**src/rtl/display_pkg.sv**
```systemverilog
// Shared constants, scan state encoding and digit-drive helpers for the
// 4-digit multiplexed 7-segment display path.
package display_pkg;

    localparam int         NUM_DIGITS = 4;
    localparam logic [6:0] SEG_ZERO   = 7'h3F;
    localparam logic [7:0] SEG_DARK   = 8'hFF;
    localparam logic [3:0] AN_DARK    = 4'hF;

    typedef enum logic [1:0] {
        IDLE = 2'd0,
        LOAD = 2'd1,
        ON   = 2'd2,
        GAP  = 2'd3
    } scan_state_t;

    // Active-low anode for digit idx; digit 0 (leftmost) sits on an[3].
    function automatic logic [3:0] anode_for(input logic [1:0] idx);
        anode_for = ~(4'b1000 >> idx);
    endfunction

    // Active-low cathodes from an active-high pattern plus forced dp.
    function automatic logic [7:0] cathode_for(input logic [7:0] seg, input logic dp);
        cathode_for = ~(seg | {dp, 7'b000_0000});
    endfunction

endpackage

```
**src/rtl/seg_scan_driver_scan_timer.sv**
```systemverilog
// Loadable down-counter with terminal-count flag; times both the lit
// slot and the inter-digit gap. Holds at zero once it gets there.
module scan_timer #(
    parameter int W = 1
) (
    input  logic         clk,
    input  logic         rst_n,
    input  logic         i_clr,
    input  logic         i_load,
    input  logic [W-1:0] i_load_val,
    output logic         o_tc
);

    logic [W-1:0] r_count;

    // Reload on state entry, otherwise count down and stop at zero.
    always_ff @(posedge clk) begin
        if (!rst_n) begin
            r_count <= '0;
        end else if (i_clr) begin
            r_count <= '0;
        end else if (i_load) begin
            r_count <= i_load_val;
        end else if (r_count != '0) begin
            r_count <= r_count - W'(1);
        end
    end

    assign o_tc = (r_count == '0);

endmodule

```
**src/rtl/seg_scan_driver.sv**
```systemverilog
// Time-multiplexed 4-digit 7-segment scan driver with frame-coherent
// input snapshot, dp override, leading-zero blanking and ghosting gap.
//
//   state | meaning
//   IDLE  | display dark, waiting for enable
//   LOAD  | one dark cycle; snapshot inputs and blank flags, idx=0
//   ON    | digit idx lit (or dark if blanked) for DIGIT_CYCLES
//   GAP   | all dark for BLANK_CYCLES between digits
module seg_scan_driver
    import display_pkg::*;
#(
    parameter int DIGIT_CYCLES = 50000,
    parameter int BLANK_CYCLES = 500
) (
    input  logic       clk,
    input  logic       rst_n,
    input  logic       enable,
    input  logic [7:0] seg0,
    input  logic [7:0] seg1,
    input  logic [7:0] seg2,
    input  logic [7:0] seg3,
    input  logic [3:0] dp_mask,
    input  logic       blank_lz,
    output logic [3:0] an,
    output logic [7:0] seg_out,
    output logic       frame_tick
);

    localparam int MAX_CYCLES = (DIGIT_CYCLES > BLANK_CYCLES) ? DIGIT_CYCLES : BLANK_CYCLES;
    localparam int CW         = $clog2(MAX_CYCLES + 1);
    localparam logic [CW-1:0] ON_LOAD  = CW'(DIGIT_CYCLES - 1);
    localparam logic [CW-1:0] GAP_LOAD = CW'((BLANK_CYCLES > 0) ? (BLANK_CYCLES - 1) : 0);

    scan_state_t r_state;
    logic [1:0]  r_idx;
    logic [3:0]  r_an;
    logic [7:0]  r_seg_out;
    logic        r_frame_tick;
    logic [7:0]  r_seg_s [NUM_DIGITS];
    logic [3:0]  r_dp_s;
    logic [3:0]  r_blank_s;

    logic [7:0]  w_seg_in [NUM_DIGITS];
    logic [3:0]  w_blank_in;
    logic        w_lead;
    logic        w_tc;
    logic        w_last;
    logic        w_enter_on;
    logic        w_enter_gap;
    logic [1:0]  w_next_idx;
    logic [3:0]  w_adv_an;
    logic [7:0]  w_adv_seg;

    assign w_seg_in[0] = seg0;
    assign w_seg_in[1] = seg1;
    assign w_seg_in[2] = seg2;
    assign w_seg_in[3] = seg3;

    // Leading-zero blank flags from live inputs; only latched in LOAD.
    // Digit 3 is never blanked so a value of zero still shows one "0".
    always_comb begin
        w_lead     = 1'b1;
        w_blank_in = 4'b0000;
        for (int i = 0; i < NUM_DIGITS - 1; i++) begin
            w_lead        = w_lead & (w_seg_in[i][6:0] == SEG_ZERO) & ~dp_mask[i];
            w_blank_in[i] = blank_lz & w_lead;
        end
    end

    assign w_last     = (r_idx == 2'd3);
    assign w_next_idx = r_idx + 2'd1;

    // Drive values for the digit after idx, taken from the shadow copy.
    always_comb begin
        w_adv_an  = anode_for(w_next_idx);
        w_adv_seg = cathode_for(r_seg_s[w_next_idx], r_dp_s[w_next_idx]);
        if (r_blank_s[w_next_idx]) begin
            w_adv_an  = AN_DARK;
            w_adv_seg = SEG_DARK;
        end
    end

    assign w_enter_gap = (r_state == ON) && w_tc && (BLANK_CYCLES > 0);
    assign w_enter_on  = (r_state == LOAD) ||
                         (w_tc && !w_last && (((r_state == ON) && (BLANK_CYCLES == 0)) ||
                                              (r_state == GAP)));

    scan_timer #(
        .W (CW)
    ) u_timer (
        .clk        (clk),
        .rst_n      (rst_n),
        .i_clr      (~enable),
        .i_load     (w_enter_on | w_enter_gap),
        .i_load_val (w_enter_gap ? GAP_LOAD : ON_LOAD),
        .o_tc       (w_tc)
    );

    // Scan FSM; outputs are registered alongside the state they belong to
    // so anode and cathode always switch on the same edge.
    always_ff @(posedge clk) begin
        if (!rst_n) begin
            r_state      <= IDLE;
            r_idx        <= 2'd0;
            r_an         <= AN_DARK;
            r_seg_out    <= SEG_DARK;
            r_frame_tick <= 1'b0;
            r_dp_s       <= 4'b0000;
            r_blank_s    <= 4'b0000;
            for (int i = 0; i < NUM_DIGITS; i++) r_seg_s[i] <= 8'h00;
        end else if (!enable) begin
            r_state      <= IDLE;
            r_idx        <= 2'd0;
            r_an         <= AN_DARK;
            r_seg_out    <= SEG_DARK;
            r_frame_tick <= 1'b0;
        end else begin
            r_frame_tick <= 1'b0;
            case (r_state)
                IDLE: begin
                    r_state   <= LOAD;
                    r_an      <= AN_DARK;
                    r_seg_out <= SEG_DARK;
                end
                LOAD: begin
                    for (int i = 0; i < NUM_DIGITS; i++) r_seg_s[i] <= w_seg_in[i];
                    r_dp_s       <= dp_mask;
                    r_blank_s    <= w_blank_in;
                    r_idx        <= 2'd0;
                    r_state      <= ON;
                    r_frame_tick <= 1'b1;
                    if (w_blank_in[0]) begin
                        r_an      <= AN_DARK;
                        r_seg_out <= SEG_DARK;
                    end else begin
                        r_an      <= anode_for(2'd0);
                        r_seg_out <= cathode_for(seg0, dp_mask[0]);
                    end
                end
                ON: begin
                    if (w_tc) begin
                        if (BLANK_CYCLES > 0) begin
                            r_state   <= GAP;
                            r_an      <= AN_DARK;
                            r_seg_out <= SEG_DARK;
                        end else if (w_last) begin
                            r_state   <= LOAD;
                            r_an      <= AN_DARK;
                            r_seg_out <= SEG_DARK;
                        end else begin
                            r_state   <= ON;
                            r_idx     <= w_next_idx;
                            r_an      <= w_adv_an;
                            r_seg_out <= w_adv_seg;
                        end
                    end
                end
                GAP: begin
                    if (w_tc) begin
                        if (w_last) begin
                            r_state   <= LOAD;
                            r_an      <= AN_DARK;
                            r_seg_out <= SEG_DARK;
                        end else begin
                            r_state   <= ON;
                            r_idx     <= w_next_idx;
                            r_an      <= w_adv_an;
                            r_seg_out <= w_adv_seg;
                        end
                    end
                end
                default: begin
                    r_state   <= IDLE;
                    r_an      <= AN_DARK;
                    r_seg_out <= SEG_DARK;
                end
            endcase
        end
    end

    assign an         = r_an;
    assign seg_out    = r_seg_out;
    assign frame_tick = r_frame_tick;

endmodule
```
**config.mk**
```make
export PLATFORM = sky130hd
export DESIGN_NAME = seg_scan_driver
export DESIGN_NICKNAME = d
export VERILOG_FILES = /design/src/rtl/display_pkg.sv /design/src/rtl/seg_scan_driver_scan_timer.sv /design/src/rtl/seg_scan_driver.sv
export SDC_FILE = /design/constraint.sdc
export NUM_CORES = 1
export LEC_CHECK = 0
export CORE_UTILIZATION = 57
export CTS_CLUSTER_SIZE = 40
export DETAILED_ROUTE_END_ITERATION = 16
export DONT_BUFFER_PORTS = 1
export GPL_TIMING_DRIVEN = 0
export PLACE_DENSITY = 0.75
export SLEW_MARGIN = 20
export SYNTH_ARGS = -nofsm -noshare
export SYNTH_HDL_FRONTEND = slang
export SYNTH_HIERARCHICAL = 1
export SYNTH_SLANG_ARGS = --single-unit
```
**constraint.sdc**
```tcl
create_clock -name clk -period 2.3 [get_ports clk]
set_clock_uncertainty 0.05 [all_clocks]
set_input_delay 0.46 -clock clk [delete_from_list [all_inputs] [get_ports clk]]
set_output_delay 0.46 -clock clk [all_outputs]
set_load 0.1 [all_outputs]
```
==> out/metrics.cfg <==
[run_status]
status=completed

[cts]
cts_buffers=9
clock_latency_ns=0.35
cts.htree.levels=3
cts_tree=done
clock-root-buffer=clkbuf_8
clkSinkCount=72
cts.hold.buffers_added=0
clk_path_buf_depth=2
clk_pin_slew_ns=0.07

[grt]
grt_usage=0.2605
grt_overflow=0
grt_antenna_before_repair=0
grt_start_max_net_pins=17
first_global_vias=2393
grt_first_pass_wirelength_microns=12210

[finish]
nets=402
drive_above_1_share=0.1851
area_growth_pct=15.23
num_antenna_cells=0
fillers=481
postLayoutCoreUtil=0.6771

[yosys]
ys_ff_latch=72
yosysTopAreaCell=edfxtp_1
yosysSeqAreaShare=0.5094
yosysMostFrequentCell=dfxtp_1
synthTopCellsByArea=edfxtp_1 (28%), dfxtp_1 (23%), and2_1 (5.4%)
syn_area_per_cell_sq_um=10.54
netlist_area_sq_um=3458
synth_warnings=6
synth_common_cells=dfxtp_1 (40), nand2_1 (35), edfxtp_1 (32)
async_flop_share=0
synth_top_area_frac=0.2779
synth_cell_types=60
synth_enable_flop_cells=32
syn_inst=328
ys.flop_type=dfxtp_1

[die]
coreArea_sq_um=5886
die_x_microns=79.89
die_area_sq_um=6382
die_h_microns=79.89
io_pins=53
initial_core_util=0.5876
rows=28

[routing]
viasPerCell=5.915
wl_per_cell_microns=17.91
vias=2585
drt_wl_total_microns=7825
drc=0
first_iter_violations=163
drt_pass1_iterations=4
postRouteAntennaNets=0

[setup_path]
rr_endpoint=seg_out[5]$_SDFFE_PN1P_
required_ns=2.47
r2r_cells=7
reg2reg_from=r_idx[0]$_SDFFE_PN0P_
r2r_slack_ns=0.04
crit_path_end_kind=flop
critPathLaunchType=flop
critPathCapture=seg_out[5]$_SDFFE_PN1P_
setup.worst_path.start=r_idx[0]$_SDFFE_PN0P_
crit_type=reg2reg
arrival_ns=2.43
crit_path_max_fanout=6

[place]
port_buffers=0
place_congestion=0.8071
hpwl_microns=5200

[pwr]
p_per_area_nw_per_um2=1010
leakage_nw=1.487
p_total_w=0.004025
vdd_drop_max_uv=601.4

[flow_run]
maxCapViolCount=0

[timing]
hold_violations=0
tns_ns=0
drv_slew=0
fin_crit_sh=0.9822
fmax_mhz=442.7
tightest_slew_ns=1.098
period_minus_slack_ns=2.259
setup_viol=0
relSlewSlack=0.2626

[hold_path]
hold_class=in2reg

-- sequential cells by signal, indices dropped and copies added (netlist names) --
name             flops
r_seg_s             32
u_timer/r_count     16
seg_out              8
an                   4
r_dp_s               4
r_blank_s            3
r_idx                2
r_state              2
frame_tick           1
-- routing by layer --
layer / wire length, microns / share of wire / vias up / GRT usage
met5: 0 / 0 / - / 0
met3: 548 / 0.070 / 18 / 0.04800
met1: 3313 / 0.42 / 1216 / 0.3415
met4: 193 / 0.025 / 0 / 0.1179
met2: 3768 / 0.48 / 107 / 0.4188
li1: - / - / 1244 / -
-- where the power goes --
| group | internal, W | total, W | leakage, nW | switching [W] |
|---|---|---|---|---|
| sequential | 0.00147 | 0.00167 | 0.661 | 0.000197 |
| combinational | 0.000575 | 0.00129 | 0.720 | 0.000710 |
| clock | 0.000601 | 0.00107 | 0.106 | 0.000469 |
-- worst min path at each step --
stage	start	to	cells after the start
6_report	dp_mask[3]	r_dp_s[3]$_SDFFE_PN0P_	1
5_1_grt	dp_mask[1]	r_dp_s[1]$_SDFFE_PN0P_	1
4_1_cts	dp_mask[3]	r_dp_s[3]$_SDFFE_PN0P_	1
3_5_place_dp	r_blank_s[1]$_SDFFE_PN0P_	r_blank_s[1]$_SDFFE_PN0P_	2
3_3_place_gp	r_blank_s[1]$_SDFFE_PN0P_	r_blank_s[1]$_SDFFE_PN0P_	2
2_1_floorplan	r_blank_s[1]$_SDFFE_PN0P_	r_blank_s[1]$_SDFFE_PN0P_	2
-- metrics by stage --
step	std cells	instance area [sq um]	hold WS [ns]	setup WS, ns
after global routing	437	3985	0.1945	-0.02090
after global placement	409	3590	0.4033	-0.4642
after detailed placement	409	3590	0.4109	-0.4466
after floorplan	334	3496	0.3808	0.01160
after CTS	430	3908	0.1865	0.009222
final	437	3985	0.1975	0.04104
-- logic make-up after synthesis --
kind of cell / share of synthesized area
simple gates: 0.2373
xor+xnor: 0.02786
compound gates: 0.1169
fa+ha+maj: 0.01809
other cells: 0.002172
mux: 0.05282
flops: 0.5094
buf+inv: 0.03545
-- cells in the final DEF (no fill, tap or decap), types with 9 or more instances in the layout --
cell,n
a21oi_1,13
and2_1,30
buf_4,11
clkbuf_8,9
dfxtp_1,39
edfxtp_1,32
inv_1,11
nand2_1,35
nand3_1,9
nor2_1,14
o21ai_1,10
-- layout make-up --
| cell class | instances | area (sq um) | area share |
|---|---|---|---|
| Sequential cell | 72 | 1765 | 0.4430 |
| Timing Repair inverter | 1 | 7.507 | 0.001884 |
| Buffer | 12 | 82.58 | 0.02072 |
| Multi-Input combinational cell | 235 | 1669 | 0.4188 |
| Tap cell | 75 | 93.84 | 0.02355 |
| Inverter | 15 | 73.82 | 0.01852 |
| Clock inverter | 7 | 86.33 | 0.02166 |
| Clock buffer | 9 | 123.9 | 0.03108 |
| Timing Repair Buffer | 11 | 82.58 | 0.02072 |
-- what timing repair did --
item | in CTS | in global routing
gates resized for setup | 16 | 8
buffers inserted | 4 | 7
pin swaps | 4 | 5
setup endpoints to repair | 60 | 27
gates cloned | 2 | 0
-- critical path, stage by stage (launching register included) --
cell and delay, ns:
dfxtp_4 0.37, buf_12 0.11, clkinvlp_4 0.12, ha_4 0.33
mux2_4 0.33, a2111o_1 0.55, nor3_2 0.19, a21oi_1 0.09
Note: power is estimated with default switching activity, not from simulation.
==> variant 1: new RTL, config.mk and constraints unchanged <==
Change the parameter `DIGIT_CYCLES` from 50000 to 12500.
--- a/src/rtl/seg_scan_driver.sv
+++ b/src/rtl/seg_scan_driver.sv
@@ -10,5 +10,5 @@
     import display_pkg::*;
 #(
-    parameter int DIGIT_CYCLES = 50000,
+    parameter int DIGIT_CYCLES = 12500,
     parameter int BLANK_CYCLES = 500
 ) (
Check against the original RTL: no difference found for any inputs over 10 cycles, from zero or initial values and one cycle with rst_n low; that may be too few to reach the edited logic, so the function may still have changed.
==> variant 1 against the unedited design <==
Via count fell by 1.4%; synthesized cell count fell by 3.0%; final area fell by 3.1%; worst setup slack got worse by 0.041 ns; fmax fell by 1.8%; area after synthesis fell by 3.3%; final cell count fell by 2.1%; total power fell by 17%; wire length fell by 4.2%; critical path depth did not move; sequential share of layout area rose by 0.40 points; sequential power fell by 9%; sequential cell count fell by 2; critical path type unchanged.
==> variant 1: results (changes against the unedited design) <==
status finished, final reports clean; top cells by instance count after synthesis dfxtp_1, nand2_1, edfxtp_1, and2_1, inv_1; Crit Path Max Fanout 5 (-1); Hold WS 0.197 ns (+0.0000400 ns); DP HPWL 5040 um (-3.1%); Cell Area, Placed 3470 um^2 (-3.3%); Data arrival, critical path 2.47 ns (+0.04 ns); gp weighted congestion 0.883 (+9.4%); dpl cells 398 (-2.7%); Non-Filler Instances 428 (-2.1%); Yosys cell types 58 (-3.3%); pre-CTS setup slack -0.451 ns (-0.00421 ns); Lkg Pwr 1.49 nW (about the same); fmax 0.435 GHz (-1.8%); syn_area_per_cell 10.5 um^2 (-0.25%); flop-to-flop setup slack 0.00004 ns (-0.04 ns); share of the synthesized area in the top cell type 28.7% (+0.95 points); wirelength, routed 7500 um (-4.2%); Area contributors post-synth edfxtp_1, dfxtp_1, and2_1; vias per cell 5.96 (+0.68%); initial drt markers 214 (+31%); Synth Area in Adders 1.87% (+0.062 points); GR Util All Layers 26.0% (-0.066 points); Synth Area in Compound Gates 13.0% (+1.3 points); Slew HR 33.5% (+7.2 points); global-route wire length before repair 11700 um (-3.8%); CP max stage delay 0.49 ns (-0.06 ns)
variant 1: layout make-up:
type                    instances  area [um^2]
flip-flops and latches         70         1730
fillers                       434         1710
multi-input cells             226         1590
clock buffers                  12          135
repair buffers                 12         90.1
well taps                      72         90.1
plain buffers                  13         80.1
inverters                      18         75.1
clock inverters                 4         71.3
repair inverters                1         7.51
variant 1: power by group:
part | total (mW) | internal (mW) | switching, mW
Combinational | 0.776 | 0.355 | 0.421
Clock | 1.06 | 0.609 | 0.448
Sequential | 1.52 | 1.39 | 0.130
variant 1: path summary, 6_finish.rpt:
kind	startpoint	end
max reg2reg	r_idx[0]$_SDFFE_PN0P_	seg_out[5]$_SDFFE_PN1P_
min	dp_mask[3]	r_dp_s[3]$_SDFFE_PN0P_
max	r_idx[0]$_SDFFE_PN0P_	seg_out[5]$_SDFFE_PN1P_
min reg2reg	r_blank_s[1]$_SDFFE_PN0P_	r_blank_s[1]$_SDFFE_PN0P_
variant 1: metal layers:
| metal | track usage (%) | share of wire (%) | routed length (um) | up-vias |
|---|---|---|---|---|
| li1 | - | - | - | 1219 |
| met1 | 33.3 | 43 | 3260 | 1236 |
| met2 | 41.0 | 48 | 3620 | 82 |
| met3 | 7.21 | 6.6 | 497 | 12 |
| met4 | 11.3 | 1.7 | 125 | 0 |
| met5 | 0 | 0 | 0 | - |
variant 1: timing repair:
item / 4_1_cts / 5_1_grt
hold buffers: 0 / 0
setup endpoints to repair: 61 / 22
pin swaps: 2 / 7
setup buffers: 2 / 10
gates resized for setup: 9 / 13
gates cloned: 2 / 0
variant 1: cells by family (layout without fill, tap and decap cells):
family          Yosys count  in the layout
compound gates           64             65
buf+inv                  31             60
simple gates            130            130
xor+xnor                  6              6
other cells               2             10
flops                    70             70
mux                      10             10
fa+ha+maj                 5              5
==> variant 2: new RTL, same flow settings <==
Made on the original files. Add an input register stage for `seg3`; this delays it by one clock. The other inputs are not delayed to match.
--- a/src/rtl/seg_scan_driver.sv
+++ b/src/rtl/seg_scan_driver.sv
@@ -32,4 +32,10 @@
     localparam logic [CW-1:0] GAP_LOAD = CW'((BLANK_CYCLES > 0) ? (BLANK_CYCLES - 1) : 0);
 
+    logic [7:0] seg3_q;
+
+    always_ff @(posedge clk) begin
+        seg3_q <= seg3;
+    end
+
     scan_state_t r_state;
     logic [1:0]  r_idx;
@@ -55,5 +61,5 @@
     assign w_seg_in[1] = seg1;
     assign w_seg_in[2] = seg2;
-    assign w_seg_in[3] = seg3;
+    assign w_seg_in[3] = seg3_q;
 
     // Leading-zero blank flags from live inputs; only latched in LOAD.
Check against the original RTL: same outputs for any inputs over 10 cycles, from zero or initial values and one cycle with rst_n low; that may be too few to reach the edited logic, so the function may still have changed.
==> variant 2 against the unedited design <==
Count of clock-buffer cells in the layout unchanged; total power up 22%; wire length down 2.4%; worst setup slack improved by 0.077 ns; final area rose by 5.9%; critical path depth rose by 1; area after synthesis is 6.4% higher; sequential cell count increased by 8; critical endpoint is now seg_out[4]$_SDFFE_PN1P_; largest cell class unchanged; highest routed layer unchanged.
==> variant 2: results (changes against the unedited design) <==
pwr/cell area 1160 nW/um^2 (+15%); met2 wire length 3810 um (+1.1%); Clock transition at path regs 0.09 ns (+0.02 ns); detailed-route via count 2610 (+0.97%); Peak supply drop 978 uV (+63%); Seq/Total Area, Yosys 52.2% (+1.3 points); share of cells above drive strength 1 19.1% (+0.62 points); # diodes 0 (unchanged); Longest Clk Path Bufs 2 (unchanged); status finished, final reports clean; gp weighted congestion 0.878 (+8.8%); Hold WS 0.0775 ns (-0.120 ns); Cell Area, Placed 3830 um^2 (+6.8%); wl on met1 3260 um (-1.5%); Area contributors post-synth dfxtp_1, edfxtp_1, and2_1; top cells by instance count after synthesis dfxtp_1, edfxtp_1, and2_1, nand2_1, o21ai_1; DP HPWL 5240 um (+0.80%); vias in the first global route 2555 (+6.8%); HP Start seg3[7]; Data arrival, critical path 2.36 ns (-0.07 ns); Crit Path Max Fanout 5 (-1); RR Endpoint seg_out[4]$_SDFFE_PN1P_; Clk pwr share 24.2% (-2.4 points); wirelength, routed 7640 um (-2.4%); internal power 3.13 mW (+18%); Yosys cell types 66 (+10%); final net count 406 (+1.0%); flop-to-flop setup slack 0.12 ns (+0.08 ns); Slew HR 32.3% (+6.1 points); Crit-path slowest cell a2111oi_4; Reg2Reg Depth 8 (+1); CP max stage delay 0.45 ns (-0.10 ns); initial drt markers 146 (-10%); worst hold path cell count 0 (-1); metal3 WL 445 um (-19%); global-route wire length before repair 12300 um (+0.67%); seq pwr 1.91 mW (+14%); Lkg Pwr 1.58 nW (+6.0%); initial antenna violation count 0 (unchanged)
==> variant 2: changes by cell type in the layout (fill, tap and decap cells not counted), sizes merged, moves of 4 or more <==
cell,before,now
dfxtp,40,48
nor2,15,11
a21oi,14,8
buf,18,23
nand2,35,31
clkinv,6,1
==> variant 2: logic make-up after synthesis <==
| kind of cell | after synthesis | share of synthesized area (%) |
|---|---|---|
| buffers and inverters | 26 | 3.47 |
| adder cells (fa/ha/maj) | 5 | 1.70 |
| flip-flops | 80 | 52.2 |
| other | 2 | 0.204 |
| AND/OR/NAND/NOR | 132 | 21.8 |
| AO/OA/AOI/OAI | 65 | 13.0 |
| multiplexers | 9 | 4.96 |
| XOR/XNOR | 11 | 2.62 |
==> variant 2: repair_timing <==
action	in CTS	in global routing
endpoints found under the hold margin	0	0
endpoints found under the setup margin	54	18
pin swaps	5	4
buffers inserted	10	4
gates cloned	1	0
resized for setup	11	8
==> variant 2: worst max path at each step <==
| stage | cells past startpoint | to | slack (ns) | start |
|---|---|---|---|---|
| 6_report | 8 | seg_out[4]$_SDFFE_PN1P_ | 0.12 | r_idx[0]$_SDFFE_PN0P_ |
| 5_1_grt | 12 | u_timer/r_count[7]$_SDFFE_PP0P_ | -0.003 | u_timer/r_count[0]$_SDFFE_PP0P_ |
| 4_1_cts | 8 | seg_out[6]$_SDFFE_PN1P_ | 0.02 | r_idx[0]$_SDFFE_PN0P_ |
| 3_5_place_dp | 12 | u_timer/r_count[7]$_SDFFE_PP0P_ | -0.42 | u_timer/r_count[0]$_SDFFE_PP0P_ |
| 3_3_place_gp | 12 | u_timer/r_count[3]$_SDFFE_PP0P_ | -0.35 | u_timer/r_count[0]$_SDFFE_PP0P_ |
| 2_1_floorplan | 8 | seg_out[7]$_SDFFE_PN1P_ | 0.001 | r_idx[0]$_SDFFE_PN0P_ |
==> variant 2: per-layer routing <==
layer,up-vias,GRT usage [%]
li1,1281,-
met4,0,11.9
met5,-,0
met1,1246,30.5
met2,71,42.1
met3,12,6.15
==> variant 2: through the flow <==
step | setup WS [ns] | setup TNS, ns | instances
5_1_grt | -0.00284 | -0.00361 | 441
2_1_floorplan | 0.00120 | 0 | 336
4_1_cts | 0.0185 | 0 | 438
6_report | 0.118 | 0 | 441
3_3_place_gp | -0.348 | -8.12 | 411
3_5_place_dp | -0.417 | -9.64 | 411
==> variant 2: final cells by class <==
class | count | area (um^2)
Fill cell | 467 | 1840
Multi-Input combinational cell | 230 | 1700
Clock inverter | 7 | 108
Inverter | 11 | 55.1
Buffer | 14 | 103
Timing Repair inverter | 1 | 7.51
Timing Repair Buffer | 14 | 105
Clock buffer | 9 | 124
Tap cell | 75 | 93.8
Sequential cell | 80 | 1930
